==> config.mk <==
export PLATFORM = sky130hd
export DESIGN_NAME = stopwatch_bcd_flat
export DESIGN_NICKNAME = d
export VERILOG_FILES = /design/src/rtl/stopwatch_bcd_if.sv /design/src/rtl/stopwatch_bcd.sv /design/src/flat_wrapper.sv
export SDC_FILE = /design/constraint.sdc
export NUM_CORES = 1
export LEC_CHECK = 0
export ABC_AREA = 1
export CELL_PAD_IN_SITES_DETAIL_PLACEMENT = 1
export CELL_PAD_IN_SITES_GLOBAL_PLACEMENT = 2
export CORE_UTILIZATION = 27
export DETAILED_ROUTE_END_ITERATION = 7
export PLACE_DENSITY_LB_ADDON = 0.1
export SYNTH_ARGS = -nofsm -noshare
export SYNTH_HDL_FRONTEND = slang
export SYNTH_SLANG_ARGS = --single-unit
==> constraint.sdc <==
create_clock -name clk_50mhz -period 3.1 [get_ports clk_50mhz]
set_input_delay 0.465 -clock clk_50mhz [delete_from_list [all_inputs] [get_ports clk_50mhz]]
set_output_delay 0.465 -clock clk_50mhz [all_outputs]
set_load 0.02 [all_outputs]
==> src/rtl/stopwatch_bcd_if.sv <==
// Stopwatch I/O bundle.
// master : the side that drives slow_clk and the buttons, and observes the display.
// slave  : the stopwatch itself.
// Signals:
//   slow_clk        divider square wave (counted on its rising edge)
//   btn_start_stop  start/stop button level (acts on rising edge)
//   btn_clear       clear button level
//   btn_lap         lap button level (acts on rising edge when lap hold is built)
//   bcd             displayed BCD count, digit 0 in bits [3:0]
//   running         high while counting is enabled
//   wrap            one-cycle pulse on roll-over to all zeros
//   held            high while the display is frozen on a lap snapshot
interface stopwatch_bcd_if #(
  parameter int NUM_DIGITS = 4
);
  logic                    slow_clk;
  logic                    btn_start_stop;
  logic                    btn_clear;
  logic                    btn_lap;
  logic [4*NUM_DIGITS-1:0] bcd;
  logic                    running;
  logic                    wrap;
  logic                    held;

  modport master (
    output slow_clk, btn_start_stop, btn_clear, btn_lap,
    input  bcd, running, wrap, held
  );

  modport slave (
    input  slow_clk, btn_start_stop, btn_clear, btn_lap,
    output bcd, running, wrap, held
  );
endinterface

==> src/rtl/stopwatch_bcd.sv <==
// Decimal stopwatch. Counts rising edges of slow_clk (sampled in the clk_50mhz
// domain) in BCD while running; start/stop toggles counting, clear returns to
// idle with a zero count.
// Optional feature macro: LAP_HOLD_EN -- when defined, a lap press freezes the
// display on a snapshot while the internal count keeps advancing.
// Ports:
//   clk_50mhz  system clock
//   rst        synchronous active-high reset
//   sw         stopwatch_bcd_if.slave (inputs slow_clk/buttons, outputs bcd/
//              running/wrap/held)
module stopwatch_bcd #(
  parameter int NUM_DIGITS = 4
) (
  input logic             clk_50mhz,
  input logic             rst,
  stopwatch_bcd_if.slave  sw
);
  localparam int W = 4 * NUM_DIGITS;

  typedef enum logic [1:0] {IDLE, RUN, PAUSE} state_t;

  state_t         state_reg;
  logic [W-1:0]   count_reg;
  logic [W-1:0]   count_inc;
  logic           wrap_reg;
  logic           slow_q_reg;
  logic           btn_ss_q_reg;
  logic [NUM_DIGITS:0] carry;

  logic tick;
  logic start;

  assign tick  = sw.slow_clk & ~slow_q_reg;
  assign start = sw.btn_start_stop & ~btn_ss_q_reg;

  // Ripple the +1 through the digits: a digit advances only when every lower
  // digit is 9, so carry[NUM_DIGITS] doubles as the all-nines flag.
  assign carry[0] = 1'b1;
  generate
    for (genvar gi = 0; gi < NUM_DIGITS; gi++) begin : g_digit
      logic [3:0] digit;
      assign digit = count_reg[4*gi +: 4];
      assign carry[gi+1] = carry[gi] & (digit == 4'd9);
      assign count_inc[4*gi +: 4] = !carry[gi]       ? digit :
                                    (digit == 4'd9)  ? 4'd0  :
                                                       digit + 4'd1;
    end
  endgenerate

`ifdef LAP_HOLD_EN
  logic         btn_lap_q_reg;
  logic         held_reg;
  logic [W-1:0] snapshot_reg;
  logic         lap;

  assign lap = sw.btn_lap & ~btn_lap_q_reg;

  always_ff @(posedge clk_50mhz) begin
    if (rst) begin
      btn_lap_q_reg <= 1'b1;
      held_reg      <= 1'b0;
      snapshot_reg  <= '0;
    end else begin
      btn_lap_q_reg <= sw.btn_lap;
      if (sw.btn_clear) begin
        held_reg <= 1'b0;
      end else if (lap) begin
        if (held_reg) begin
          held_reg <= 1'b0;
        end else if (state_reg == RUN) begin
          // Snapshot the count as it stood before any tick in this cycle.
          snapshot_reg <= count_reg;
          held_reg     <= 1'b1;
        end
      end
    end
  end

  assign sw.held = held_reg;
  assign sw.bcd  = held_reg ? snapshot_reg : count_reg;
`else
  logic unused_lap;
  assign unused_lap = sw.btn_lap;
  assign sw.held    = 1'b0;
  assign sw.bcd     = count_reg;
`endif

  always_ff @(posedge clk_50mhz) begin
    if (rst) begin
      // Edge registers start high so a level already present at reset
      // release is not mistaken for an edge.
      slow_q_reg   <= 1'b1;
      btn_ss_q_reg <= 1'b1;
      state_reg    <= IDLE;
      count_reg    <= '0;
      wrap_reg     <= 1'b0;
    end else begin
      slow_q_reg   <= sw.slow_clk;
      btn_ss_q_reg <= sw.btn_start_stop;
      wrap_reg     <= 1'b0;
      if (sw.btn_clear) begin
        state_reg <= IDLE;
        count_reg <= '0;
      end else begin
        unique case (state_reg)
          IDLE: begin
            if (start) state_reg <= RUN;
          end
          RUN: begin
            // A tick coinciding with the stop press is still counted.
            if (tick) begin
              count_reg <= count_inc;
              wrap_reg  <= carry[NUM_DIGITS];
            end
            if (start) state_reg <= PAUSE;
          end
          PAUSE: begin
            if (start) state_reg <= RUN;
          end
          default: state_reg <= IDLE;
        endcase
      end
    end
  end

  assign sw.running = (state_reg == RUN);
  assign sw.wrap    = wrap_reg;
endmodule
==> src/flat_wrapper.sv <==
// flat-port wrapper written by rule: the top's interface ports become plain ports
module stopwatch_bcd_flat 
#(
  parameter int NUM_DIGITS = 4
)
  (clk_50mhz, rst, sw_slow_clk, sw_btn_start_stop, sw_btn_clear, sw_btn_lap, sw_bcd, sw_running, sw_wrap, sw_held);
  stopwatch_bcd_if #(.NUM_DIGITS(NUM_DIGITS)) sw_i ();
  input logic clk_50mhz;
  input logic rst;
  input wire logic [$bits(sw_i.slow_clk)-1:0] sw_slow_clk;
  input wire logic [$bits(sw_i.btn_start_stop)-1:0] sw_btn_start_stop;
  input wire logic [$bits(sw_i.btn_clear)-1:0] sw_btn_clear;
  input wire logic [$bits(sw_i.btn_lap)-1:0] sw_btn_lap;
  output wire logic [$bits(sw_i.bcd)-1:0] sw_bcd;
  output wire logic [$bits(sw_i.running)-1:0] sw_running;
  output wire logic [$bits(sw_i.wrap)-1:0] sw_wrap;
  output wire logic [$bits(sw_i.held)-1:0] sw_held;
  assign sw_i.slow_clk = sw_slow_clk;
  assign sw_i.btn_start_stop = sw_btn_start_stop;
  assign sw_i.btn_clear = sw_btn_clear;
  assign sw_i.btn_lap = sw_btn_lap;
  assign sw_bcd = sw_i.bcd;
  assign sw_running = sw_i.running;
  assign sw_wrap = sw_i.wrap;
  assign sw_held = sw_i.held;
  stopwatch_bcd #(.NUM_DIGITS(NUM_DIGITS)) u_core (.clk_50mhz(clk_50mhz), .rst(rst), .sw(sw_i));
endmodule
## Word level (Yosys, flattened, before mapping)

Index checks and enable logic that the tools add are counted.

- Register bits after elaboration: 21
- Bits of input ports: 6
- Output and inout bits: 19
- Word-level logic and storage cells: 45

- Add/sub/neg operators: 4
- Equal/unequal tests: 8
- Mux-type cells: 7
- Bitwise logic cells: 9
- Reductions and logical operators: 9

Operator list:

| kind | count |
|---|---|
| 4-bit by 1-bit adder with 4-bit output (second input constant) | 4 |
| 4-bit == test (second input constant) | 4 |
| 4-bit two-way mux | 4 |
| 3-bit AND reduction | 3 |
| 1-bit AND | 5 |
| 2-bit two-way mux | 2 |
| 2-bit by 1-bit != test with 1-bit output (second input constant) | 2 |
| 1-bit NOT | 4 |
| 2-bit case mux with 2 select lines | 1 |
| 2-bit AND reduction | 2 |
| 2-bit OR reduction | 2 |
| 4-bit OR reduction | 1 |
| 2-bit by 1-bit == test with 1-bit output (second input constant) | 1 |
| 2-bit == test (second input constant) | 1 |
| 2-bit logical NOT | 1 |

## Depth between registers and ports, before layout

Gate-level depths: netlist of run 1.

- Depth in word-level cells: 4
- Mapped depth: 9
- Mapped depth without buffers: 9

## Worst setup path after synthesis of run 1

OpenSTA, ideal clock, no wires.

- Kind: flip-flop to flip-flop
- From: reg u_core.count_reg[0] (netlist: u_core.sw.bcd[0])
- To: reg u_core.count_reg[13] (netlist: u_core.sw.bcd[13])
- Setup time: 0.114 ns
- Data arrival time: 1.167 ns
- Required time: 2.986 ns
- Path slack: 1.819 ns
- Cell stages (with the launch flop): 8
- Buffers on the path: 0
- Period minus slack after synthesis: 1.281 ns
- Path through: dfxtp_1 -> nand2_1 -> nor2_2 -> nand2_4 -> nor2_4 -> nand2_2 -> nand3_1 -> nand2_1

- Word-level cells in the longest chain between the ends: 4

Ends and longest elaborated chain:

| element | RTL line | RTL |
|---|---|---|
| start: declaration | stopwatch_bcd.sv:23 | `logic [W-1:0] count_reg;` |
| start signal: assignment | stopwatch_bcd.sv:112 | `count_reg <= count_inc;` |
| 4-bit == test | stopwatch_bcd.sv:43 | `assign carry[gi+1] = carry[gi] & (digit == 4'd9);` |
| 1-bit AND (2 in a row) | stopwatch_bcd.sv:43 |  |
| 3-bit AND reduction (no line) | -- |  |

No other way between the ends.
A chain may end at the register's enable or synchronous reset.

## Worst setup path in the final report of run 1

- From: reg u_core.state_reg[1]
- To: out sw_running

- Word-level cells in the longest chain between the ends: 1

Ends and longest elaborated chain:

| element | RTL line | RTL |
|---|---|---|
| start: declaration | stopwatch_bcd.sv:22 | `state_t state_reg;` |
| start signal: assignment | stopwatch_bcd.sv:94 | `state_reg <= IDLE;` |
| start signal: assignment | stopwatch_bcd.sv:102 | `state_reg <= IDLE;` |
| start signal: assignment | stopwatch_bcd.sv:107 | `if (start) state_reg <= RUN;` |
| 2-bit by 1-bit == test with 1-bit output | stopwatch_bcd.sv:126 | `assign sw.running = (state_reg == RUN);` |
| end: declaration | flat_wrapper.sv:15 | `output wire logic [$bits(sw_i.running)-1:0] sw_running;` |

No other way between the ends.

==> reports/summary.txt, run 1 <==
Final setup vio count: 0
Net Count, Synth: 163
Die width: 64.43 µm
Routed Wire Length: 2479 µm
Final slew viol count: 0
Fin nets: 189
Syn Std Cell Area: 0.001052 mm²
Antenna viol nets, final: 0
DR vias: 1015
Initial core utilization: 0.2853
CP startpoint kind: register
Clock skew: 0.003278 ns
Iter 0 DRT Violations: 36
Clock power frac: 0.383
Layout overhead on the synthesized area: 29.96%
CTS buffer count: 3
H-tree depth: 1
Synth top cells by count: nand2_1 (34), inv_1 (26), nor2_1 (24)
Gpl congestion: 0.7506
Synth top area cells: dfxtp_1 (40%), nand2_1 (12%), inv_1 (9.3%), nor2_1 (8.6%), a21oi_1 (4.3%)
Routed vias/inst: 4.413
Asr flop ratio synth: 0
WP data arrival: 1.42 ns
Global route overflow: 0
Top delay family on crit path: buffers and inverters
Fin Setup TNS: 0 ns
Setup bufs post-CTS: 0
Ports: 25
Required time at the worst-slack endpoint: 2.63 ns
Critical path depth: 4
Crit path capture type: output pin
Yosys cell types: 24
Status: completed
Buf+Inv Stages, Crit Path: 3
Antenna cells: 0
CP most frequent cell: inv_1
Core outline area: 0.003689 mm²
Leakage: 0.0005314 µW
Syn. warnings: 0
Final Critical Period: 1.890 ns
Avg Cell Area, Syn: 6.702 µm²
Count of maximum capacitance violations: 0
Max Freq: 0.5291 GHz
Switching pwr: 105.8 µW
Clk sinks: 21
Die ar.: 0.004151 mm²
Clock buffer depth: 2
Largest net degree at the start of global routing: 16
Crit path largest cell delay: 0.61 ns
Power per cell area: 348.1 mW/mm²
Final Hold Viols: 0
Total chip power: 476.0 µW
Seq pwr share: 0.572
Worst ir drop on vdd: 0.00009650 V
CTS tree: yes
Cells after Synth: 157
Worst-skew pair later-pin latency: 0.26 ns
# hold bufs at CTS: 0
Internal power: 370.2 µW
Final worst slack: 1.210 ns
Buffers on Ports: 22
Post_cts resized: 0
Largest register FFs: 16
Reg2Reg Setup Slack: 1.75 ns
Post-synth EDFFs: 0
Setup CP Type: reg -> out
Most common cell in the synthesized netlist: nand2_1
CP max FO: 3
Worst Setup EP: sw_running
Hpwl dp: 1912 µm
GRT Total Usage: 0.1372
Worst Setup SP: u_core.state_reg[1]
Clk root buf: clkbuf_8
Vias in the first global route: 991
Period utilization: 0.6096
Wirelength per Cell: 10.78 µm
Share of the synthesized area in the top cell type: 0.3995
Critical path cell sequence: inv_1, nand2_2, inv_1, clkdlybuf4s50_1
First-pass GRT wire length: 4388 µm
Antenna violations before repair: 0
Sw Share: 0.2223
Unrepaired setup endpoints after global routing: false
Cell accounting for the most synthesized area: dfxtp_1
# rows: 22
Reg-to-reg critical path endpoint: u_core.sw.bcd[9]
Worst reg2reg startpoint: u_core.sw.bcd[4]
Worst reg2reg path depth: 7
Fillcell total: 478
HP Class: reg -> reg
Clock slew at reported path FFs: 0.08 ns
DRT Pass-1 Iters: 4
Comb pwr share: 0.045
Seq cells post-synth: 21
Predominant post-synthesis flop cell: dfxtp_1
Share of layout cells above drive strength 1: 0.09890
Die height: 64.43 µm
Seq/Total Area, Yosys: 0.3995
Crit path max-delay cell type: clkdlybuf4s50_1
Pre-CTS WS: 1.224 ns
# DRC: 0
## cells by family (layout without fill, tap and decap cells)
| kind of cell | Yosys count | after routing | share of synthesized area |
|---|---|---|---|
| flip-flops | 21 | 21 | 0.3995 |
| buffers and inverters | 31 | 56 | 0.1213 |
| AND/OR/NAND/NOR | 82 | 82 | 0.3615 |
| XOR/XNOR | 2 | 2 | 0.01665 |
| AO/OA/AOI/OAI | 20 | 20 | 0.09749 |
| other | 1 | 1 | 0.003564 |
## how the worst min path moves through the flow
stage | start | end | slack, ns | cells after the start
after floorplan | u_core.state_reg[1] | u_core.state_reg[1] | 0.45 | 2
final | u_core.state_reg[1] | u_core.state_reg[1] | 0.48 | 2
after CTS | u_core.state_reg[1] | u_core.state_reg[1] | 0.49 | 2
after detailed placement | u_core.state_reg[1] | u_core.state_reg[1] | 0.47 | 2
after global routing | u_core.state_reg[1] | u_core.state_reg[1] | 0.50 | 2
after global placement | u_core.state_reg[1] | u_core.state_reg[1] | 0.46 | 2
## per-layer routing
metal,track usage,part of all wire,up-vias,wire (µm)
met2,0.2145,0.45,15,1106
met1,0.1765,0.50,467,1245
li1,-,-,529,-
met4,0.07500,0.020,0,49
met5,0,0,-,0
met3,0.02641,0.031,4,77
## power by group through the flow
stage               Clock [µW]  Sequential (µW)  Combinational (µW)
floorplan                    0              278                13.8
global placement             0              279                21.5
detailed placement           0              279                22.2
CTS                        194              272                22.3
global route               206              273                24.5
finish                     182              272                21.6
## layout make-up
type                    instances  area, µm²  share of cell area
multi-input cells             105      504.2              0.3687
clock inverters                 1      5.005            0.003660
flip-flops and latches         21      420.4              0.3074
clock buffers                   3      41.29             0.03019
well taps                      48      60.06             0.04392
repair buffers                 23      227.7              0.1665
inverters                      29      108.9             0.07960
## worst reg2reg max path: cells and delay by family (launching register included)
family                 cells  cell delay [ns]
buffers and inverters      1             0.11
DFF                        1             0.40
and+or+nand+nor            6             0.74
## cell usage in the layout, fill, tap and decap left out, drive strengths merged
master         netlist  layout
a211oi               1       1
nor4                 1       1
o21ai               10      10
xor2                 2       2
buf                  2       1
or2                  1       1
a21oi                9       9
conb                 1       1
nor3b                1       1
inv                 29      29
nand4                2       2
clkinv               0       1
clkbuf               0       3
nor2                29      29
dfxtp               21      21
nand3                9       9
nand2               37      37
nor3                 2       2
clkdlybuf4s50        0      22
## through the flow
step	instance area, µm²	util	std cells	hold slack, ns
floorplan	1052	-	157	0.4473
global placement	1321	0.3582	226	0.4637
detailed placement	1321	0.3582	226	0.4725
CTS	1368	0.3708	230	0.4900
global route	1368	0.3708	230	0.5008
finish	1368	0.3708	230	0.4836
No activity file was read; power rests on OpenSTA's default activity.
==> run 2, diff against run 1 <==
Settings changed: CORE_UTILIZATION 27 to 25.
Clock period 3.1 ns to 1.92 ns, I/O delays scaled along.
==> run 2 against run 1 <==
Net effect: core utilization is 3.1 points lower; clock skew is 0.0031 ns higher; global-route usage is 0.25 points higher; die area is 7.7% higher; via count stayed put; worst hold slack better by 0.0014 ns; power is 63% higher; cell count is 0.87% higher.
==> reports/summary.txt, run 2 (synthesis gave the netlist of run 1 again) <==
Leakage: 0.0005287 µW
# DRC: 0
Clock buffer depth: 2
CP most frequent cell: inv_1
Final worst slack: 0.1898 ns
Power per cell area: 566.3 mW/mm²
Clk sinks: 21
Final slew viol count: 0
Pre-CTS WS: 0.2045 ns
Crit path capture type: output pin
Clock skew: 0.006348 ns
Status: completed
Setup CP Type: reg -> out
Clock slew at reported path FFs: 0.08 ns
Die width: 66.88 µm
CP max FO: 3
Gpl congestion: 0.7226
Ports: 25
Top delay family on crit path: buffers and inverters
Setup bufs post-CTS: 0
Wirelength per Cell: 11.45 µm
Layout overhead on the synthesized area: 30.08%
Buf+Inv Stages, Crit Path: 3
Initial core utilization: 0.2612
Count of maximum capacitance violations: 0
CTS buffer count: 3
Die height: 66.88 µm
Clk root buf: clkbuf_8
Largest register FFs: 16
H-tree depth: 1
GRT Total Usage: 0.1397
Unrepaired setup endpoints after global routing: false
Antenna viol nets, final: 0
Fin nets: 189
WP data arrival: 1.44 ns
Crit path largest cell delay: 0.61 ns
First-pass GRT wire length: 4712 µm
Final setup vio count: 0
Vias in the first global route: 1058
Post_cts resized: 0
Worst ir drop on vdd: 0.0002605 V
Die ar.: 0.004472 mm²
Critical path cell sequence: inv_1, nand2_2, inv_1, clkdlybuf4s50_1
Fin Setup TNS: 0 ns
Crit path max-delay cell type: clkdlybuf4s50_1
DRT Pass-1 Iters: 4
Worst hold slack: 0.4849 ns
DR vias: 1015
Core outline area: 0.004029 mm²
Share of layout cells above drive strength 1: 0.09341
Worst-skew pair later-pin latency: 0.26 ns
Max Freq: 0.5780 GHz
# rows: 23
CTS tree: yes
Routed Wire Length: 2656 µm
Final Critical Period: 1.730 ns
Placed Cells incl. Taps: 228
CP startpoint kind: register
Buffers on Ports: 22
Routed vias/inst: 4.375
# hold bufs at CTS: 0
Non-filler cells, final: 232
Final Hold Viols: 0
Commonest non-fill, non-tap cells in the layout: nand2_1 (34), inv_1 (26), nor2_1 (24), clkdlybuf4s50_1 (22), dfxtp_1 (21)
Antenna cells: 0
Global route overflow: 0
Period utilization: 0.9012
HP Class: reg -> reg
Largest net degree at the start of global routing: 15
Iter 0 DRT Violations: 19
Most common cell after layout, fill and taps aside: nand2_1
Hpwl dp: 2027 µm
Antenna violations before repair: 0
Required time at the worst-slack endpoint: 1.63 ns
run 2: metal layers:
metal / vias to the layer above / wire length (µm) / part of all wire / GRT usage
met1: 468 / 1343 / 0.51 / 0.1776
met5: - / 0 / 0 / 0
met3: 2 / 66 / 0.025 / 0.02568
met4: 0 / 21 / 0.0079 / 0.03989
li1: 530 / - / - / -
met2: 15 / 1224 / 0.46 / 0.2374
run 2: metrics by stage:
stage          power [µW]  utilization  area (µm²)
6_report            775.2       0.3398        1369
5_1_grt             819.9       0.3398        1369
4_1_cts             793.2       0.3398        1369
3_5_place_dp        485.6       0.3286        1324
3_3_place_gp        485.1       0.3286        1324
2_1_floorplan       471.9            -        1052
run 2: layout make-up:
cell class              count  area, µm²
flip-flops and latches     21      420.4
well taps                  50      62.56
fillers                   525       2660
clock buffers               4      45.04
repair buffers             23      227.7
inverters                  29      108.9
multi-input cells         105      504.2
run 2: power breakdown:
group	internal [µW]	total [µW]	switching (µW)
Clock	148	301	153
Sequential	438	440	1.33
Combinational	14.6	34.8	20.2
run 2: worst register-to-register path: cells and delay by family, from the launching register on:
family           cells  cell delay (ns)
AND/OR/NAND/NOR      7             0.80
flip-flops           1             0.45
run 2: worst paths after layout:
kind | start | endpoint | slack (ns) | cells past startpoint
max | u_core.state_reg[1] | sw_running | 0.19 | 4
min | u_core.state_reg[1] | u_core.state_reg[1] | 0.48 | 2
max reg2reg | u_core.sw.bcd[0] | u_core.sw.bcd[14] | 0.58 | 7
min reg2reg | u_core.state_reg[1] | u_core.state_reg[1] | 0.48 | 2
==> run 3, diff against run 2 <==
Settings changed: CORE_ASPECT_RATIO from default to 0.7.
==> run 3 against run 2 <==
Net effect: clock skew shrank 0.0030 ns; largest power group unchanged; cell count grew 0.86%; critical endpoint unchanged; critical path type unchanged; wire length down 3.7%; design area up 0.18%.
==> reports/summary.txt, run 3 (synthesis gave the netlist of run 1 again) <==
Comb pwr share: 0.045
Worst-skew pair later-pin latency: 0.27 ns
Share of layout cells above drive strength 1: 0.09341
Final slew viol count: 0
Sw Share: 0.2260
Clock buffer depth: 2
Setup bufs post-CTS: 0
CP max FO: 3
Final setup vio count: 0
# hold bufs at CTS: 0
Pre-CTS WS: 0.1880 ns
Iter 0 DRT Violations: 28
Antenna viol nets, final: 0
Largest register FFs: 16
Clk sinks: 21
Ports: 25
Buffers on Ports: 22
CTS tree: yes
WP data arrival: 1.44 ns
Period utilization: 0.8992
CTS buffer count: 3
Antenna cells: 0
Initial core utilization: 0.2650
Clock power frac: 0.389
Routed vias/inst: 4.333
Placed Cells incl. Taps: 230
Most common cell after layout, fill and taps aside: nand2_1
Final core occ: 0.3454
# rows: 19
Power per cell area: 566.4 mW/mm²
Worst hold slack: 0.4831 ns
Clk root buf: clkbuf_8
Core outline area: 0.003970 mm²
Count of maximum capacitance violations: 0
Final Hold Viols: 0
Final Critical Period: 1.726 ns
Antenna violations before repair: 0
Worst ir drop on vdd: 0.0002172 V
Setup CP Type: reg -> out
DR vias: 1014
Wirelength per Cell: 10.93 µm
Clock slew at reported path FFs: 0.08 ns
Layout overhead on the synthesized area: 30.32%
Vias in the first global route: 1028
Internal power: 601.1 µW
Post_cts resized: 0
Routed Wire Length: 2557 µm
H-tree depth: 1
GRT Total Usage: 0.1355
CP startpoint kind: register
Fin Setup TNS: 0 ns
Die width: 79.54 µm
First-pass GRT wire length: 4616 µm
DRT Pass-1 Iters: 4
Status: completed
Die ar.: 0.004477 mm²
Max Freq: 0.5792 GHz
Switching pwr: 175.6 µW
Leakage: 0.0005287 µW
HP Class: reg -> reg
Required time at the worst-slack endpoint: 1.63 ns
Gpl congestion: 0.7392
Unrepaired setup endpoints after global routing: false
Commonest non-fill, non-tap cells in the layout: nand2_1 (34), inv_1 (26), nor2_1 (24), clkdlybuf4s50_1 (22), dfxtp_1 (21)
Largest net degree at the start of global routing: 15
Fillcell total: 508
Final worst slack: 0.1935 ns
Crit path capture type: output pin
Seq pwr share: 0.566
Non-filler cells, final: 234
Clock skew: 0.003353 ns
Global route overflow: 0
Hpwl dp: 1983 µm
Fin nets: 189
Die height: 56.28 µm
# DRC: 0
-- run 3: cell counts in the layout (fill, tap and decap cells not counted) --
No cell type changed its count.
-- run 3: final timing paths --
path / from / endpoint / slack (ns) / cells past startpoint
min reg2reg: u_core.state_reg[1] / u_core.state_reg[1] / 0.48 / 2
max reg2reg: u_core.sw.bcd[0] / u_core.sw.bcd[14] / 0.60 / 7
min: u_core.state_reg[1] / u_core.state_reg[1] / 0.48 / 2
max: u_core.state_reg[1] / sw_running / 0.19 / 4
-- run 3: cell type report --
| class | instances | area (µm²) | share of cell area |
|---|---|---|---|
| clock buffer | 4 | 45.04 | 0.03285 |
| inverter | 29 | 108.9 | 0.07938 |
| sequential | 21 | 420.4 | 0.3066 |
| multi-input combinational | 105 | 504.2 | 0.3677 |
| tap | 52 | 65.06 | 0.04745 |
| timing repair buffer | 23 | 227.7 | 0.1661 |
-- run 3: power by group through the flow --
stage / clock (µW) / combinational (µW) / sequential (µW)
2_1_floorplan: 0 / 22.2 / 450
3_3_place_gp: 0 / 35.2 / 450
3_5_place_dp: 0 / 35.5 / 450
4_1_cts: 317 / 35.8 / 440
5_1_grt: 339 / 40.2 / 440
6_report: 302 / 35.0 / 440
-- run 3: per-layer routing --
metal	track usage	up-vias	share of wire
met2	0.1917	18	0.39
met4	0.04675	0	0.015
li1	-	535	-
met3	0.03902	5	0.030
met1	0.1938	456	0.56
met5	0	-	0
-- run 3: per-stage QoR --
step / instance area (µm²) / power [µW]
finish: 1371 / 776.7
detailed placement: 1326 / 485.4
CTS: 1371 / 792.4
global placement: 1326 / 485.0
global route: 1371 / 819.4
floorplan: 1052 / 471.9
-- run 3: worst max-delay path: stages, from the launching register on --
cell and delay [ns]:
dfxtp_1 0.32, inv_1 0.06, nand2_2 0.07, inv_1 0.11, clkdlybuf4s50_1 0.62
